<file path="config.mk">
export PLATFORM = sky130hd
export DESIGN_NAME = sqn_sweep_ctrl_flat
export DESIGN_NICKNAME = d
export VERILOG_FILES = /design/src/rtl/sqn_sweep_ctrl_pkg.sv /design/src/rtl/sqn_sweep_ctrl_if.sv /design/src/rtl/sqn_act_counter.sv /design/src/rtl/sqn_sweep_ctrl.sv /design/src/flat_wrapper.sv
export SDC_FILE = /design/constraint.sdc
export NUM_CORES = 1
export LEC_CHECK = 0
export ABC_CLOCK_PERIOD_IN_PS = 14280
export BUFFER_PORTS_ARGS = -buffer_cell sky130_fd_sc_hd__buf_2
export CAP_MARGIN = 40
export CORE_MARGIN = 5
export CORE_UTILIZATION = 55
export CTS_BUF_LIST = sky130_fd_sc_hd__clkbuf_4 sky130_fd_sc_hd__clkbuf_8 sky130_fd_sc_hd__clkbuf_16
export CTS_CLUSTER_SIZE = 12
export DETAILED_ROUTE_END_ITERATION = 10
export PLACE_DENSITY_LB_ADDON = 0.12
export SYNTH_ARGS = -nofsm -noshare
export SYNTH_HDL_FRONTEND = slang
export SYNTH_SLANG_ARGS = --single-unit
export TNS_END_PERCENT = 1
</file>
<file path="constraint.sdc">
create_clock -name clk -period 14.28 [get_ports clk]
set_input_delay 0.714 -clock clk [delete_from_list [all_inputs] [get_ports clk]]
set_output_delay 0.714 -clock clk [all_outputs]
set_load 0.01 [all_outputs]
</file>
<file path="src/rtl/sqn_sweep_ctrl_pkg.sv">
// sqn_sweep_ctrl_pkg: shared FSM states, default widths and popcount for the sweep controller
package sqn_sweep_ctrl_pkg;
    typedef enum logic [1:0] {ST_IDLE = 2'd0, ST_RUN = 2'd1, ST_DRAIN = 2'd2, ST_DONE = 2'd3} state_e;
    localparam int DEF_VEC_W = 7;
    localparam int DEF_RES_W = 3;
    localparam int DEF_CNT_W = 10;
    localparam int INC_W = 8;
    function automatic logic [INC_W-1:0] popcount(input logic [31:0] v);
        popcount = '0;
        for (int i = 0; i < 32; i++) popcount = popcount + INC_W'(v[i]);
    endfunction
endpackage

</file>
<file path="src/rtl/sqn_sweep_ctrl_if.sv">
// sqn_sweep_ctrl_if: sweep control/stimulus/activity bundle
// master drives start, abort, gray_mode, res_i; slave (the controller) drives vec_o, busy, done, in_tog, out_tog
interface sqn_sweep_ctrl_if import sqn_sweep_ctrl_pkg::*; #(
    parameter int VEC_W = DEF_VEC_W,
    parameter int RES_W = DEF_RES_W,
    parameter int CNT_W = DEF_CNT_W
);
    logic                   start;
    logic                   abort;
    logic                   gray_mode;
    logic [VEC_W-1:0]       vec_o;
    logic [RES_W-1:0]       res_i;
    logic                   busy;
    logic                   done;
    logic [CNT_W-1:0]       in_tog;
    logic [RES_W*CNT_W-1:0] out_tog;
    modport master (output start, abort, gray_mode, res_i, input vec_o, busy, done, in_tog, out_tog);
    modport slave (input start, abort, gray_mode, res_i, output vec_o, busy, done, in_tog, out_tog);
endinterface

</file>
<file path="src/rtl/sqn_act_counter.sv">
// sqn_act_counter: saturating activity accumulator
// ports: clk, rst_n, clr (zero the count), en (accumulate inc), inc, cnt (saturates at all-ones)
module sqn_act_counter import sqn_sweep_ctrl_pkg::*; #(
    parameter int CNT_W = DEF_CNT_W
) (
    input  logic             clk,
    input  logic             rst_n,
    input  logic             clr,
    input  logic             en,
    input  logic [INC_W-1:0] inc,
    output logic [CNT_W-1:0] cnt
);
    localparam int W = CNT_W + INC_W;
    logic [W-1:0] sum;
    assign sum = W'(cnt) + W'(inc);
    always_ff @(posedge clk or negedge rst_n) begin
        if (!rst_n) cnt <= '0;
        else if (clr) cnt <= '0;
        else if (en) cnt <= (|sum[W-1:CNT_W]) ? '1 : sum[CNT_W-1:0];
    end
endmodule

</file>
<file path="src/rtl/sqn_sweep_ctrl.sv">
// sqn_sweep_ctrl: exhaustive input sweep of a combinational block with toggle-activity counting
// ports: clk, rst_n (async, active low), bus (slave side: start/abort/gray_mode/res_i in; vec_o/busy/done/in_tog/out_tog out)
module sqn_sweep_ctrl import sqn_sweep_ctrl_pkg::*; #(
    parameter int VEC_W = DEF_VEC_W,
    parameter int RES_W = DEF_RES_W,
    parameter int CNT_W = DEF_CNT_W
) (
    input logic             clk,
    input logic             rst_n,
    sqn_sweep_ctrl_if.slave bus
);
    localparam logic [1:0] IDLE  = ST_IDLE;
    localparam logic [1:0] RUN   = ST_RUN;
    localparam logic [1:0] DRAIN = ST_DRAIN;
    localparam logic [1:0] DONE  = ST_DONE;
    localparam logic [VEC_W-1:0] LAST = '1;
    logic [1:0]             state, nxt;
    logic [VEC_W-1:0]       idx, gvec;
    logic [RES_W-1:0]       prev_res;
    logic                   gm, clr, run_go, drain_go, smp, in_en, out_en;
    logic [INC_W-1:0]       in_inc;
    logic [CNT_W-1:0]       itog;
    logic [RES_W*CNT_W-1:0] otog;
    always_comb begin
        nxt = (state == IDLE)  ? ((bus.start && !bus.abort) ? RUN : IDLE) :
              (state == RUN)   ? (bus.abort ? IDLE : (idx == LAST ? DRAIN : RUN)) :
              (state == DRAIN) ? (bus.abort ? IDLE : DONE) : IDLE;
    end
    assign clr      = (state == IDLE) && bus.start && !bus.abort;
    assign run_go   = (state == RUN) && !bus.abort;
    assign drain_go = (state == DRAIN) && !bus.abort;
    assign gvec     = gm ? (idx ^ (idx >> 1)) : idx;
    // res_i reflects the vector applied one cycle earlier, so sampling starts once idx has moved past 0
    assign smp      = (run_go && idx != '0) || drain_go;
    // the first vector and the first response have no predecessor and contribute no toggles
    assign in_en    = run_go && idx != '0;
    assign out_en   = smp && !(state == RUN && idx == VEC_W'(1));
    assign in_inc   = popcount(32'(gvec ^ bus.vec_o));
    always_ff @(posedge clk or negedge rst_n) begin
        if (!rst_n) begin
            state     <= IDLE;
            idx       <= '0;
            gm        <= 1'b0;
            bus.vec_o <= '0;
            prev_res  <= '0;
            bus.busy  <= 1'b0;
            bus.done  <= 1'b0;
        end else begin
            state    <= nxt;
            bus.busy <= (nxt == RUN) || (nxt == DRAIN);
            bus.done <= nxt == DONE;
            if (clr) begin
                idx <= '0;
                gm  <= bus.gray_mode;
            end
            if (run_go) begin
                bus.vec_o <= gvec;
                idx       <= idx + VEC_W'(1);
            end
            if (smp) prev_res <= bus.res_i;
        end
    end
    sqn_act_counter #(.CNT_W(CNT_W)) u_in (
        .clk(clk), .rst_n(rst_n), .clr(clr), .en(in_en), .inc(in_inc), .cnt(itog)
    );
    for (genvar r = 0; r < RES_W; r++) begin : g_out
        sqn_act_counter #(.CNT_W(CNT_W)) u_out (
            .clk(clk), .rst_n(rst_n), .clr(clr), .en(out_en),
            .inc(INC_W'(bus.res_i[r] ^ prev_res[r])), .cnt(otog[r*CNT_W +: CNT_W])
        );
    end
    assign bus.in_tog  = itog;
    assign bus.out_tog = otog;
endmodule

</file>
<file path="src/flat_wrapper.sv">
// flat-port wrapper written by rule: the top's interface ports become plain ports
module sqn_sweep_ctrl_flat import sqn_sweep_ctrl_pkg::*;
#(
    parameter int VEC_W = DEF_VEC_W,
    parameter int RES_W = DEF_RES_W,
    parameter int CNT_W = DEF_CNT_W
)
  (clk, rst_n, bus_start, bus_abort, bus_gray_mode, bus_res_i, bus_vec_o, bus_busy, bus_done, bus_in_tog, bus_out_tog);
  sqn_sweep_ctrl_if #(.VEC_W(VEC_W), .RES_W(RES_W), .CNT_W(CNT_W)) bus_i ();
  input logic clk;
  input logic rst_n;
  input wire logic [$bits(bus_i.start)-1:0] bus_start;
  input wire logic [$bits(bus_i.abort)-1:0] bus_abort;
  input wire logic [$bits(bus_i.gray_mode)-1:0] bus_gray_mode;
  input wire logic [$bits(bus_i.res_i)-1:0] bus_res_i;
  output wire logic [$bits(bus_i.vec_o)-1:0] bus_vec_o;
  output wire logic [$bits(bus_i.busy)-1:0] bus_busy;
  output wire logic [$bits(bus_i.done)-1:0] bus_done;
  output wire logic [$bits(bus_i.in_tog)-1:0] bus_in_tog;
  output wire logic [$bits(bus_i.out_tog)-1:0] bus_out_tog;
  assign bus_i.start = bus_start;
  assign bus_i.abort = bus_abort;
  assign bus_i.gray_mode = bus_gray_mode;
  assign bus_i.res_i = bus_res_i;
  assign bus_vec_o = bus_i.vec_o;
  assign bus_busy = bus_i.busy;
  assign bus_done = bus_i.done;
  assign bus_in_tog = bus_i.in_tog;
  assign bus_out_tog = bus_i.out_tog;
  sqn_sweep_ctrl #(.VEC_W(VEC_W), .RES_W(RES_W), .CNT_W(CNT_W)) u_core (.clk(clk), .rst_n(rst_n), .bus(bus_i));
endmodule
</file>
# --- Word level (Yosys, flattened, before mapping) ---
# Cells that the tools add are included.
word_totals:
  register_bits: 62
  out_inout_bits: 49
op_classes:
  n_addsub: 36
  eq_ne: 7
  n_mux: 22
  n_bitwise: 5
  reduce_logical: 21
op_table:
  columns: ["cell", "n"]
  rows:
  - ["$add A8 B1 Y8 const B", 25]
  - ["$mux W10", 12]
  - ["$add A8 B1 Y8", 5]
  - ["$add A10 B1 Y11", 3]
  - ["$reduce_or A8 Y1", 4]
  - ["$mux W7", 3]
  - ["$mux W2", 6]
  - ["$add A10 B8 Y11", 1]
  - ["$logic_and A1 B1 Y1", 8]
  - ["$add A7 B1 Y7 const B", 1]
  - ["$eq A7 B1 Y1 const B", 1]
  - ["$eq A7 B7 Y1 const B", 1]
  - ["$reduce_bool A7 Y1", 1]
  - ["$xor A7 B6 Y7", 1]
  - ["$xor A7 B7 Y7", 1]
  - ["$eq A2 B2 Y1 const B", 3]
  - ["$reduce_bool A2 Y1", 3]
  - ["$eq A2 B1 Y1 const B", 2]
  - ["$xor A1 B1 Y1", 3]
  - ["$add A1 B1 Y2", 1]
  - ["$logic_not A1 Y1", 2]
  - ["$logic_not A2 Y1", 1]
  - ["$logic_or A1 B1 Y1", 2]
  - ["$mux W1", 1]

# --- Longest topological paths before layout ---
depth:
  word_depth: 39
  ltp_mapped: 18
  depth_no_buf: 18

# --- Cells and area by module ---
# A second synthesis with hierarchy kept.
unflattened:
  cells_unflattened: 470
  hier_area_um2: 4605.7
modules_own_cells:
  columns: ["module", "n_inst", "cells_each", "area_each_um2"]
  rows:
  - ["sqn_act_counter at u_core.g_out[2].u_out ...", 2, 87, 839.6]
  - ["sqn_sweep_ctrl", 1, 136, 1376.3]
  - ["sqn_act_counter at u_core.g_out[1].u_out", 1, 79, 788.3]
  - ["sqn_act_counter at u_core.g_out[0].u_out", 1, 81, 762.0]

# --- Least setup slack after synthesis ---
# No wires, ideal clock.
synth_path:
  kind: "flip-flop to flip-flop"
  start: "register u_core.idx[0]"
  end: "register u_core.u_in.cnt[2]"
  setup_ns: 0.120
  arrival_ns: 4.456
  required_time_ns: 14.160
  path_slack_ns: 9.704
  path_stages_with_launch: 19
  path_buffers: 0
  synth_period_minus_slack_ns: 4.576
  path_cell_list: "dfrtp_1 > inv_1 > ha_1 > mux2i_1 > xnor2_1 > ha_1 > fa_1 > inv_1 > fa_1 > inv_1 > ha_1 > fa_1 > xor2_1 > ha_1 > nor2b_1 > o21ai_0 > a21o_1 > a21oi_1 > a31o_2"
synth_between:
  elab_chain_len: 39
  word_cells_on_any_way: 42
  cone_classes: "32 x add/sub; 4 x mux; 2 x bitwise; 4 x reduce/logical"
synth_rtl:
  columns: ["item", "line", "text"]
  rows:
  - ["start: declaration", "sqn_sweep_ctrl.sv:18", "logic [VEC_W-1:0] idx, gvec;"]
  - ["start signal: assignment", "sqn_sweep_ctrl.sv:58", "idx <= idx + VEC_W'(1);"]
  - ["$xor A7 B6 Y7", "sqn_sweep_ctrl.sv:32", "assign gvec = gm ? (idx ^ (idx >> 1)) : idx;"]
  - ["$mux W7", "sqn_sweep_ctrl.sv:32", null]
  - ["$xor A7 B7 Y7", "sqn_sweep_ctrl.sv:38", "assign in_inc = popcount(32'(gvec ^ bus.vec_o));"]
  - ["$add A1 B1 Y2", "sqn_sweep_ctrl_pkg.sv:10", "for (int i = 0; i < 32; i++) popcount = popcount + INC_W'(v[i]);"]
  - ["$add A8 B1 Y8 (30 in a row)", "sqn_sweep_ctrl_pkg.sv:10", null]
  - ["$add A10 B8 Y11", "sqn_act_counter.sv:15", "assign sum = W'(cnt) + W'(inc);"]
  - ["$reduce_or A8 Y1", "sqn_act_counter.sv:19", "else if (en) cnt <= (|sum[W-1:CNT_W]) ? '1 : sum[CNT_W-1:0];"]
  - ["$mux W10 (2 in a row)", "sqn_act_counter.sv:19", null]
  - ["$mux W10", "sqn_act_counter.sv:18", "else if (clr) cnt <= '0;"]
  - ["end signal: assignment", "sqn_act_counter.sv:19", null]
  - ["end: declaration", "sqn_act_counter.sv:11", "output logic [CNT_W-1:0] cnt"]
# Parallel ways exist; a longest one is shown, timed or not. The select of a mux whose other input is x is not followed.
# A chain may end at the register's enable or synchronous reset.

# --- Worst setup path after layout ---
# Same ends and word-level chain as after synthesis.

==> out/metrics.csv <==
metric,value,unit
WL/cell,15.46,um
ranking of synthesized cells by area,"dfrtp_1 (43%), ha_1 (8.2%), a21oi_1 (4.1%)",
# diodes,0,
worst r2r path cells,18,
DP Wirelength,5752,um
crit share post-route,0.3454,
"Seq/Total Area, Yosys",0.4255,
Final Setup Violations,0,
Core ar.,6386,sq um
Power Density,129.2,nW/um^2
max cap viols,0,
WP data arrival,5.17,ns
GRT Residual Overflow,0,
1st-iter DRT viols,112,
Synth Register Bits,62,
Placed Instance Area,3976,sq um
FF/Latch Area,1551,sq um
number of flops mapped to enable cells by yosys,0,
RSZ-0062 raised after global routing,false,
I/O pins,57,
XOR/XNOR Fraction of Synth Area,0.04084,
area growth from synthesis to layout,15.82,%
hold buffers post-CTS,0,
"CTS clk-pin slew, worst paths",0.07,ns
"Top FF cell, synth",dfrtp_1,
fraction of the mapped netlist area in adder cells,0.1043,
htree depth,3,
Crit. Startpoint,u_core.idx[0],
Synth Area in Simple Gates,0.1668,
Syn Inst Count,381,
CTS sink cnt,62,
fmax,202.8,MHz
die height,91.42,um
main combinational cell family by area after synthesis,compound AO/OA/AOI/OAI gates,
"Design Area, Final",4223,sq um
met3 Usage GRT,0.03719,
Final Max Tran Viols,0,
post-layout min period,4.932,ns
RR Endpoint,u_core.u_in.cnt[2],
reg2reg setup slack,9.35,ns
gpl congestion,0.8349,
worst slew pin tran,0.8989,ns
multiplexer share of the synthesized area,0.02848,
"Req. time, crit path",14.52,ns
number of core rows,29,
Clock Tree Buf Depth,2,
DRT Pass-1 Iters,7,
crit path to,u_core.u_in.cnt[2],
top-count cell post-synth,dfrtp_1,
busiest grt layer,met2,
Syn Std Cell Area,3646,sq um
Critical Path Start Type,flip-flop,
antenna-violating nets left,0,
fraction of layout instances using a drive strength above 1,0.1986,
DR vias/cell,5.852,
Final Hold Vio Count,0,
total negative slack,0,ns
Mean Syn Cell Area,9.570,sq um
largest area contributor in the netlist,dfrtp_1,
# resized after CTS,0,
compound-cell area share of the yosys netlist,0.1915,
crit end category,flip-flop,
chip width,91.42,um
Post-Syn Nets,417,
worst skew pair latency,0.35,ns
area of the multi-input gates,1939,sq um
filler instances,548,
vias in the first global route,2952,
R2R Path Start,u_core.idx[0],
asr flop ratio synth,1.000,
met1 Track Usage GR,0.2768,
library cells used by synthesis,54,
CTS Buf Count,9,
clk root buf,clkbuf_8,
GR Layer Usage met2,0.3037,
post-CTS setup buffer count,0,
HP Class,in -> async,
class of the most critical setup path,reg -> reg,
Post-synth top cells,"dfrtp_1 (62), nand2_1 (39), a21oi_1 (30), o21ai_0 (30), nor2_1 (29)",
Rel. slew slack,0.3991,
die area,8358,sq um
Leakage,0.002088,uW
fin nets,474,
Via Count,3043,
Initial Utilization,0.5709,
DR DRC count,0,
Total GRT Usage,0.1997,
maximum vdd drop,92.03,uV
synth warn,0,
run status,"finished, final reports clean",
skew final,0.007832,ns
initial antenna violation count,0,
Synth top area share,0.4255,
port buffer count,56,
Post-Route WL,8038,um
first-pass GRT wire length,13780,um
CTS tree,yes,
largest net degree at the start of global routing,63,
Crit Path Max Fanout,8,
[worst min path at each step]
stage               cells after the start  slack (ns)                start                   to
global placement                        2        0.51  u_core.bus.vec_o[2]  u_core.bus.vec_o[2]
floorplan                               0        0.42                rst_n      u_core.bus.busy
CTS                                     1        0.53   u_core.prev_res[1]   u_core.prev_res[1]
finish                                  2        0.52                rst_n   u_core.u_in.cnt[8]
global route                            1        0.54   u_core.prev_res[0]   u_core.prev_res[0]
detailed placement                      2        0.52  u_core.bus.vec_o[4]  u_core.bus.vec_o[4]
[layout by cell type (no fill, tap or decap), types with 4 or more instances in the layout]
cell      instances
buf_2            56
inv_1            19
clkbuf_8         10
a311oi_1         10
a21oi_1          30
xnor2_1           9
o21ai_0          30
fa_1              4
xor2_1            8
a31oi_1          11
mux2i_1           7
nand3_1          17
ha_1             24
and3_1           13
nand2_1          39
nor2_1           29
dfrtp_1          62
[where the power goes]
part | switching (uW) | total [uW] | internal [uW]
logic | 78.0 | 137 | 59.1
registers | 20.9 | 216 | 195
clock network | 71.9 | 192 | 120
total | 171 | 545 | 375
[per-stage QoR]
step	hold slack, ns	instances	total power [uW]	worst slack [ns]	utilization
final	0.5169	520	545.4	9.348	0.6612
after global routing	0.5405	520	584.9	9.020	0.6612
after CTS	0.5318	520	552.2	9.347	0.6612
after detailed placement	0.5161	504	357.3	9.420	0.6226
after global placement	0.5078	502	352.4	9.517	0.6179
after floorplan	0.4184	381	315.1	9.704	-
[kinds of logic after synthesis]
logic type,after synthesis
muxes,10
buffers and inverters,32
and+or+nand+nor,124
AOI/OAI and AO/OA,108
adders and majority gates,28
xor gates and xnor gates,17
DFF,62
[state kept, by name (all words and copies together), names as in the netlist]
| signal | flops |
|---|---|
| u_core.state | 2 |
| u_core.prev_res | 3 |
| u_core.bus.busy | 1 |
| u_core.u_in.cnt | 10 |
| u_core.bus.done | 1 |
| u_core.g_out.u_out.cnt | 30 |
| u_core.idx | 7 |
| u_core.gm | 1 |
| u_core.bus.vec_o | 7 |
[metal layers]
metal  wire length [um]  vias up
li1                   -     1496
met1               3793     1480
met2               3800       52
met3                297       15
met4                146        0
met5                  0        -
[critical path: stages (launching register included)]
cell and delay, ns:
dfrtp_1 0.47, inv_1 0.07, ha_1 0.31, mux2i_1 0.24
xnor2_1 0.17, ha_1 0.28, fa_1 0.53, inv_1 0.05
fa_1 0.52, inv_1 0.04, ha_1 0.21, fa_1 0.38
xor2_1 0.15, ha_1 0.33, nor2b_1 0.15, o21ai_0 0.31
a21o_1 0.29, a21oi_1 0.09, a31o_2 0.21
[layout make-up]
class | count | area share
clock buffer | 10 | 0.03259
timing repair buffer | 59 | 0.07526
tap | 77 | 0.02281
multi-input combinational | 287 | 0.4593
sequential | 62 | 0.3674
inverter | 19 | 0.01689
clock inverter | 6 | 0.02578
Note: power is estimated with default switching activity, not from simulation.
